`config.mk`:
```
export PLATFORM = sky130hd
export DESIGN_NAME = mem_port_arbiter_flat
export DESIGN_NICKNAME = d
export VERILOG_FILES = /design/src/rtl/mem_port_arbiter_if.sv /design/src/rtl/mem_port_arbiter.sv /design/src/flat_wrapper.sv
export SDC_FILE = /design/constraint.sdc
export NUM_CORES = 1
export LEC_CHECK = 0
export ABC_AREA = 1
export CAP_MARGIN = 25
export CELL_PAD_IN_SITES_DETAIL_PLACEMENT = 0
export CELL_PAD_IN_SITES_GLOBAL_PLACEMENT = 1
export CORE_UTILIZATION = 31
export CTS_BUF_LIST = sky130_fd_sc_hd__clkbuf_16
export CTS_CLUSTER_SIZE = 20
export DETAILED_ROUTE_END_ITERATION = 8
export GPL_TIMING_DRIVEN = 0
export PLACE_DENSITY = 0.88
export SYNTH_ARGS = -nofsm -noshare
export SYNTH_HDL_FRONTEND = slang
export SYNTH_SLANG_ARGS = --single-unit
```
`constraint.sdc`:
```
create_clock -name clk -period 2.9 [get_ports clk]
set_input_delay 0.725 -clock clk [delete_from_list [all_inputs] [get_ports clk]]
set_output_delay 0.725 -clock clk [all_outputs]
set_load 0.02 [all_outputs]
```
`src/rtl/mem_port_arbiter_if.sv`:
```
// Bus bundle between the arbiter, its two requesters (IF, LS) and the shared
// combinational-read memory.
interface mem_port_arbiter_if #(
    parameter int unsigned DATA_WIDTH = 32
);
    logic                  if_req;
    logic [DATA_WIDTH-1:0] if_addr;
    logic                  if_gnt;
    logic                  if_valid;
    logic [DATA_WIDTH-1:0] if_rdata;

    logic                  ls_req;
    logic                  ls_we;
    logic [DATA_WIDTH-1:0] ls_addr;
    logic [DATA_WIDTH-1:0] ls_wdata;
    logic                  ls_gnt;
    logic                  ls_valid;
    logic [DATA_WIDTH-1:0] ls_rdata;

    logic [DATA_WIDTH-1:0] mem_word_addr;
    logic                  mem_we;
    logic [DATA_WIDTH-1:0] mem_wdata;
    logic [DATA_WIDTH-1:0] mem_rdata;
    logic                  addr_err;

    modport slave (
        input  if_req, if_addr, ls_req, ls_we, ls_addr, ls_wdata, mem_rdata,
        output if_gnt, if_valid, if_rdata, ls_gnt, ls_valid, ls_rdata,
               mem_word_addr, mem_we, mem_wdata, addr_err
    );

    modport master (
        output if_req, if_addr, ls_req, ls_we, ls_addr, ls_wdata, mem_rdata,
        input  if_gnt, if_valid, if_rdata, ls_gnt, ls_valid, ls_rdata,
               mem_word_addr, mem_we, mem_wdata, addr_err
    );
endinterface

```
`src/rtl/mem_port_arbiter.sv`:
```
// Shares one combinational-read memory between the fetch (IF) and load/store
// (LS) ports through an IDLE -> ACCESS -> RESP sequence with registered outputs.
module mem_port_arbiter #(
    parameter int unsigned           DATA_WIDTH   = 32,
    parameter int unsigned           MEMORY_DEPTH = 32,
    parameter logic [DATA_WIDTH-1:0] BASE_ADDR    = 32'h0040_0000,
    parameter int unsigned           MAX_WAIT     = 4
) (
    input logic               clk,
    input logic               reset,
    mem_port_arbiter_if.slave bus
);
    localparam logic [3:0]            MAX_WAIT_C = 4'(MAX_WAIT);
    localparam logic [DATA_WIDTH-1:0] DEPTH_C    = DATA_WIDTH'(MEMORY_DEPTH);

    typedef enum logic [1:0] {IDLE, ACCESS, RESP} state_t;

    state_t                state;
    logic [3:0]            wait_cnt;
    logic                  cur_ls;
    logic                  cur_fault;

    logic                  gnt_if, gnt_ls, valid_if, valid_ls, err;
    logic [DATA_WIDTH-1:0] rdata_if, rdata_ls;
    logic [DATA_WIDTH-1:0] word_addr, wdata;
    logic                  we;

    logic                  any_req;
    logic                  pick_if;
    logic [DATA_WIDTH-1:0] sel_addr;
    logic [DATA_WIDTH-1:0] sel_index;
    logic                  sel_fault;

    // Offset wraps modulo 2^DATA_WIDTH, so addresses below the base land on huge indices.
    function automatic logic [DATA_WIDTH-1:0] word_index(input logic [DATA_WIDTH-1:0] addr);
        logic [DATA_WIDTH-1:0] offset;
        offset = addr - BASE_ADDR;
        return offset >> 2;
    endfunction

    function automatic logic addr_fault(input logic [DATA_WIDTH-1:0] addr,
                                        input logic [DATA_WIDTH-1:0] index);
        return (addr[1:0] != 2'b00) || (index >= DEPTH_C);
    endfunction

    always_comb begin
        any_req   = bus.if_req | bus.ls_req;
        pick_if   = bus.if_req & (~bus.ls_req | (wait_cnt == MAX_WAIT_C));
        sel_addr  = pick_if ? bus.if_addr : bus.ls_addr;
        sel_index = word_index(sel_addr);
        sel_fault = addr_fault(sel_addr, sel_index);
    end

    always_ff @(posedge clk or negedge reset) begin
        if (!reset) begin
            state     <= IDLE;
            wait_cnt  <= '0;
            cur_ls    <= 1'b0;
            cur_fault <= 1'b0;
            gnt_if    <= 1'b0;
            gnt_ls    <= 1'b0;
            valid_if  <= 1'b0;
            valid_ls  <= 1'b0;
            err       <= 1'b0;
            rdata_if  <= '0;
            rdata_ls  <= '0;
            word_addr <= '0;
            wdata     <= '0;
            we        <= 1'b0;
        end else begin
            gnt_if   <= 1'b0;
            gnt_ls   <= 1'b0;
            valid_if <= 1'b0;
            valid_ls <= 1'b0;
            err      <= 1'b0;
            we       <= 1'b0;
            case (state)
                IDLE: begin
                    if (!bus.if_req) begin
                        wait_cnt <= '0;
                    end else if (any_req) begin
                        wait_cnt <= pick_if ? 4'd0 : wait_cnt + 4'd1;
                    end
                    if (any_req) begin
                        cur_ls    <= ~pick_if;
                        cur_fault <= sel_fault;
                        word_addr <= sel_index;
                        gnt_if    <= pick_if;
                        gnt_ls    <= ~pick_if;
                        we        <= ~pick_if & bus.ls_we & ~sel_fault;
                        if (!pick_if) begin
                            wdata <= bus.ls_wdata;
                        end
                        state <= ACCESS;
                    end
                end
                // ACCESS: memory sees the index this cycle; capture its read data at the edge.
                ACCESS: begin
                    if (cur_ls) begin
                        rdata_ls <= cur_fault ? '0 : bus.mem_rdata;
                        valid_ls <= 1'b1;
                    end else begin
                        rdata_if <= cur_fault ? '0 : bus.mem_rdata;
                        valid_if <= 1'b1;
                    end
                    err   <= cur_fault;
                    state <= RESP;
                end
                // RESP: valid pulse is visible; no arbitration so a held req is not re-granted.
                RESP: begin
                    state <= IDLE;
                end
                default: begin
                    state <= IDLE;
                end
            endcase
        end
    end

    assign bus.if_gnt        = gnt_if;
    assign bus.if_valid      = valid_if;
    assign bus.if_rdata      = rdata_if;
    assign bus.ls_gnt        = gnt_ls;
    assign bus.ls_valid      = valid_ls;
    assign bus.ls_rdata      = rdata_ls;
    assign bus.mem_word_addr = word_addr;
    assign bus.mem_we        = we;
    assign bus.mem_wdata     = wdata;
    assign bus.addr_err      = err;
endmodule
```
`src/flat_wrapper.sv`:
```
// flat-port wrapper written by rule: the top's interface ports become plain ports
module mem_port_arbiter_flat 
#(
    parameter int unsigned           DATA_WIDTH   = 32,
    parameter int unsigned           MEMORY_DEPTH = 32,
    parameter logic [DATA_WIDTH-1:0] BASE_ADDR    = 32'h0040_0000,
    parameter int unsigned           MAX_WAIT     = 4
)
  (clk, reset, bus_if_req, bus_if_addr, bus_ls_req, bus_ls_we, bus_ls_addr, bus_ls_wdata, bus_mem_rdata, bus_if_gnt, bus_if_valid, bus_if_rdata, bus_ls_gnt, bus_ls_valid, bus_ls_rdata, bus_mem_word_addr, bus_mem_we, bus_mem_wdata, bus_addr_err);
  mem_port_arbiter_if #(.DATA_WIDTH(DATA_WIDTH)) bus_i ();
  input logic clk;
  input logic reset;
  input wire logic [$bits(bus_i.if_req)-1:0] bus_if_req;
  input wire logic [$bits(bus_i.if_addr)-1:0] bus_if_addr;
  input wire logic [$bits(bus_i.ls_req)-1:0] bus_ls_req;
  input wire logic [$bits(bus_i.ls_we)-1:0] bus_ls_we;
  input wire logic [$bits(bus_i.ls_addr)-1:0] bus_ls_addr;
  input wire logic [$bits(bus_i.ls_wdata)-1:0] bus_ls_wdata;
  input wire logic [$bits(bus_i.mem_rdata)-1:0] bus_mem_rdata;
  output wire logic [$bits(bus_i.if_gnt)-1:0] bus_if_gnt;
  output wire logic [$bits(bus_i.if_valid)-1:0] bus_if_valid;
  output wire logic [$bits(bus_i.if_rdata)-1:0] bus_if_rdata;
  output wire logic [$bits(bus_i.ls_gnt)-1:0] bus_ls_gnt;
  output wire logic [$bits(bus_i.ls_valid)-1:0] bus_ls_valid;
  output wire logic [$bits(bus_i.ls_rdata)-1:0] bus_ls_rdata;
  output wire logic [$bits(bus_i.mem_word_addr)-1:0] bus_mem_word_addr;
  output wire logic [$bits(bus_i.mem_we)-1:0] bus_mem_we;
  output wire logic [$bits(bus_i.mem_wdata)-1:0] bus_mem_wdata;
  output wire logic [$bits(bus_i.addr_err)-1:0] bus_addr_err;
  assign bus_i.if_req = bus_if_req;
  assign bus_i.if_addr = bus_if_addr;
  assign bus_i.ls_req = bus_ls_req;
  assign bus_i.ls_we = bus_ls_we;
  assign bus_i.ls_addr = bus_ls_addr;
  assign bus_i.ls_wdata = bus_ls_wdata;
  assign bus_i.mem_rdata = bus_mem_rdata;
  assign bus_if_gnt = bus_i.if_gnt;
  assign bus_if_valid = bus_i.if_valid;
  assign bus_if_rdata = bus_i.if_rdata;
  assign bus_ls_gnt = bus_i.ls_gnt;
  assign bus_ls_valid = bus_i.ls_valid;
  assign bus_ls_rdata = bus_i.ls_rdata;
  assign bus_mem_word_addr = bus_i.mem_word_addr;
  assign bus_mem_we = bus_i.mem_we;
  assign bus_mem_wdata = bus_i.mem_wdata;
  assign bus_addr_err = bus_i.addr_err;
  mem_port_arbiter #(.DATA_WIDTH(DATA_WIDTH), .MEMORY_DEPTH(MEMORY_DEPTH), .BASE_ADDR(BASE_ADDR), .MAX_WAIT(MAX_WAIT)) u_core (.clk(clk), .reset(reset), .bus(bus_i));
endmodule
```
==> results.toml <==
[placement]
dpl_cell_area_mm2 = 0.009299
io_buffers = 263
post-place-ws_ns = -0.1042
dp_cells = 1208
place_hpwl_mm = 13.43
globalplace.congestion = 0.7988

[timing]
setup_tns_ns = 0
maxSlewViolCount = 0
period_minus_slack_ns = 2.541
hold_slack_ns = 0.2395
relSlewSlack_pct = 60.82
fmax_mhz = 393.6
setup_ws_ns = 0.3594
clock_skew_ns = 0.01354
timing.final.crit_share_pct = 87.61
finalHoldViolations = 0
finalSetupViolations = 0
worst_pin_slew_ns = 0.5856
rsz0062_at_grt = "no"

[power_and_ir_drop]
peakVddDrop_uv = 336.9
power_per_cell_area_mw_per_mm2 = 1070
power_mw = 10.57
p_leak_nw = 4.694

[setup_path]
cp.buffers_inverters = 3
slowest_delay_ns = 0.53
endpoint_kind = "register"
rrSetupSlack_ns = 0.47
crit_fanout = 10
reg2reg_from = "u_core.wait_cnt[0]$_DFFE_PN0P_"
crit_type = "in2reg"
crit_family = "simple AND/OR/NAND/NOR gates"
worstPathArrival_ns = 2.84
cp-start-kind = "primary input"
slowest_stage = "clkdlybuf4s50_1"
required_ns = 3.20
reg2regPathDepth = 17
cp_cell_sequence = "clkdlybuf4s50_1 > nand2_4 > nand2_4 > inv_1 > buf_2 > nand2_1 > nand2_1 > nor2_1 > nand2_1 > nor2_1 > nand3_1 > nor2_1 > nand4_1 > nand2_1 > nand2_1"
cp_common_cell = "nand2_1"
worstReg2RegEnd = "u_core.cur_fault$_DFFE_PN0P_"

[cts]
clk_latency_ns = 0.42
cts_inserted_buffers = 17
cts_max_path_buffers = 2
cts_tree = "built"
clkTransAtPathRegs_ns = 0.06
cts-resized-gates = 0
cts_root_buf = "clkbuf_16"
hold_buffers = 0
numClockSinks = 140
post_cts_buffers = 0
ctsHtreeMaxLevel = 4

[logic_synthesis]
ys_seq_elements = 140
syn_avg_cell_area_um2 = 9.295
synth_area_mm2 = 0.006302
seq_area_frac_synth_pct = 55.59
synthCells = 678
yosysUniqueCellTypes = 28
yosys_warnings = 0

[finish]
final_cell_mix = "262 x clkdlybuf4s50_1, 201 x nand2_1, 140 x dfrtp_1"
fin_cells = 1240
utilization_pct = 50.08
mostFrequentLayoutCell = "clkdlybuf4s50_1"
drive_above_1_share_pct = 14.05
nets = 1099
diodes = 0
design_area_mm2 = 0.009874
synthToLayoutAreaGrowth_pct = 56.68

[global_routing]
antenna_found_initial = 0
grt_max_degree = 95
grt_pass1_wl_mm = 27.72
overflow = 0
grt_use_total_pct = 17.51
grt_pass1_vias = 5207

[outcome]
status = "completed"

[floorplanning]
dieArea_mm2 = 0.02090
row_count = 51
fp.dieW_um = 144.6
start_util_pct = 31.96
coreArea_mm2 = 0.01972
ios = 267
die_y_um = 144.6

[detailed_routing]
ant_nets = 0
vias = 5390
viasPerCell = 4.347
drtPass1Iterations = 4
wl_per_cell_um = 14.56
wirelength_mm = 18.05
remaining_drc_errors = 0
drtIter0Drc = 147

[min_path]
hp-class = "in2async"

[job]
cap_violations = 0
[kinds of logic (layout without fill, tap and decap cells)]
logic type	after synthesis	count (layout)	share of synthesized area (%)
adder cells (fa/ha/maj)	4	4	0.7942
multiplexers	64	64	11.44
AND/OR/NAND/NOR	323	323	20.98
AO/OA/AOI/OAI	47	47	4.030
buffers and inverters	97	393	6.829
XOR/XNOR	2	2	0.2780
flip-flops	140	140	55.59
other	1	2	0.05950
[sequential cells by signal (all words and copies together), names as in the netlist]
register                  cells
u_core.bus.if_rdata          32
u_core.bus.ls_rdata          32
u_core.cur_ls                 1
u_core.cur_fault              1
u_core.bus.mem_wdata         32
u_core.bus.addr_err           1
u_core.wait_cnt               4
u_core.bus.ls_gnt             1
u_core.bus.if_valid           1
u_core.bus.ls_valid           1
u_core.state                  2
u_core.bus.mem_word_addr     30
u_core.bus.mem_we             1
u_core.bus.if_gnt             1
[routing by layer]
| metal | up-vias | global-route usage (%) | wire length (um) |
|---|---|---|---|
| li1 | 2700 | - | - |
| met1 | 2478 | 21.34 | 7762 |
| met2 | 190 | 29.55 | 8736 |
| met3 | 22 | 4.768 | 1259 |
| met4 | 0 | 6.150 | 290 |
| met5 | - | 0 | 0 |
[how the worst max path moves through the flow]
stage | from | endpoint | slack [ns] | cells after the start
4_1_cts | bus_ls_req | u_core.cur_fault$_DFFE_PN0P_ | 0.34 | 15
5_1_grt | bus_ls_req | u_core.cur_fault$_DFFE_PN0P_ | 0.19 | 15
3_5_place_dp | bus_ls_req | u_core.cur_fault$_DFFE_PN0P_ | -0.10 | 15
6_report | bus_ls_req | u_core.cur_fault$_DFFE_PN0P_ | 0.36 | 15
2_1_floorplan | bus_if_req | u_core.cur_fault$_DFFE_PN0P_ | 0.80 | 14
3_3_place_gp | reset | u_core.bus.mem_wdata[9]$_DFFE_PN0P_ | -4.74 | 1
[cells in the mapped netlist (all sizes together)]
cell type  number  share of area, %
conb            1             0.060
nand3          19               1.6
inv            65               3.9
mux2           64                11
nand4           2              0.20
dfrtp         140                56
a31oi          14               1.4
xor2            1              0.14
xnor2           1              0.14
clkbuf          8              0.48
a21oi          10              0.79
or2             1             0.099
o22ai           1             0.099
o21ai          22               1.7
nand2         211                13
buf            24               2.5
ha              4              0.79
nand3b          7              0.83
nor2           83               5.1
[power by group]
group	internal [mW]	switching, mW
logic	2.42	2.70
clock network	1.21	0.935
registers	2.85	0.457
[final cells by class]
type                    count  area, um2
inverters                  65      244.0
clock buffers              17      425.4
well taps                 265      331.6
clock inverters            15      150.1
flip-flops and latches    140       3503
plain buffers              32      186.4
repair buffers            264       2661
multi-input cells         442       2372
fillers                  1818       9843
Note: power is estimated with default switching activity, not from simulation.
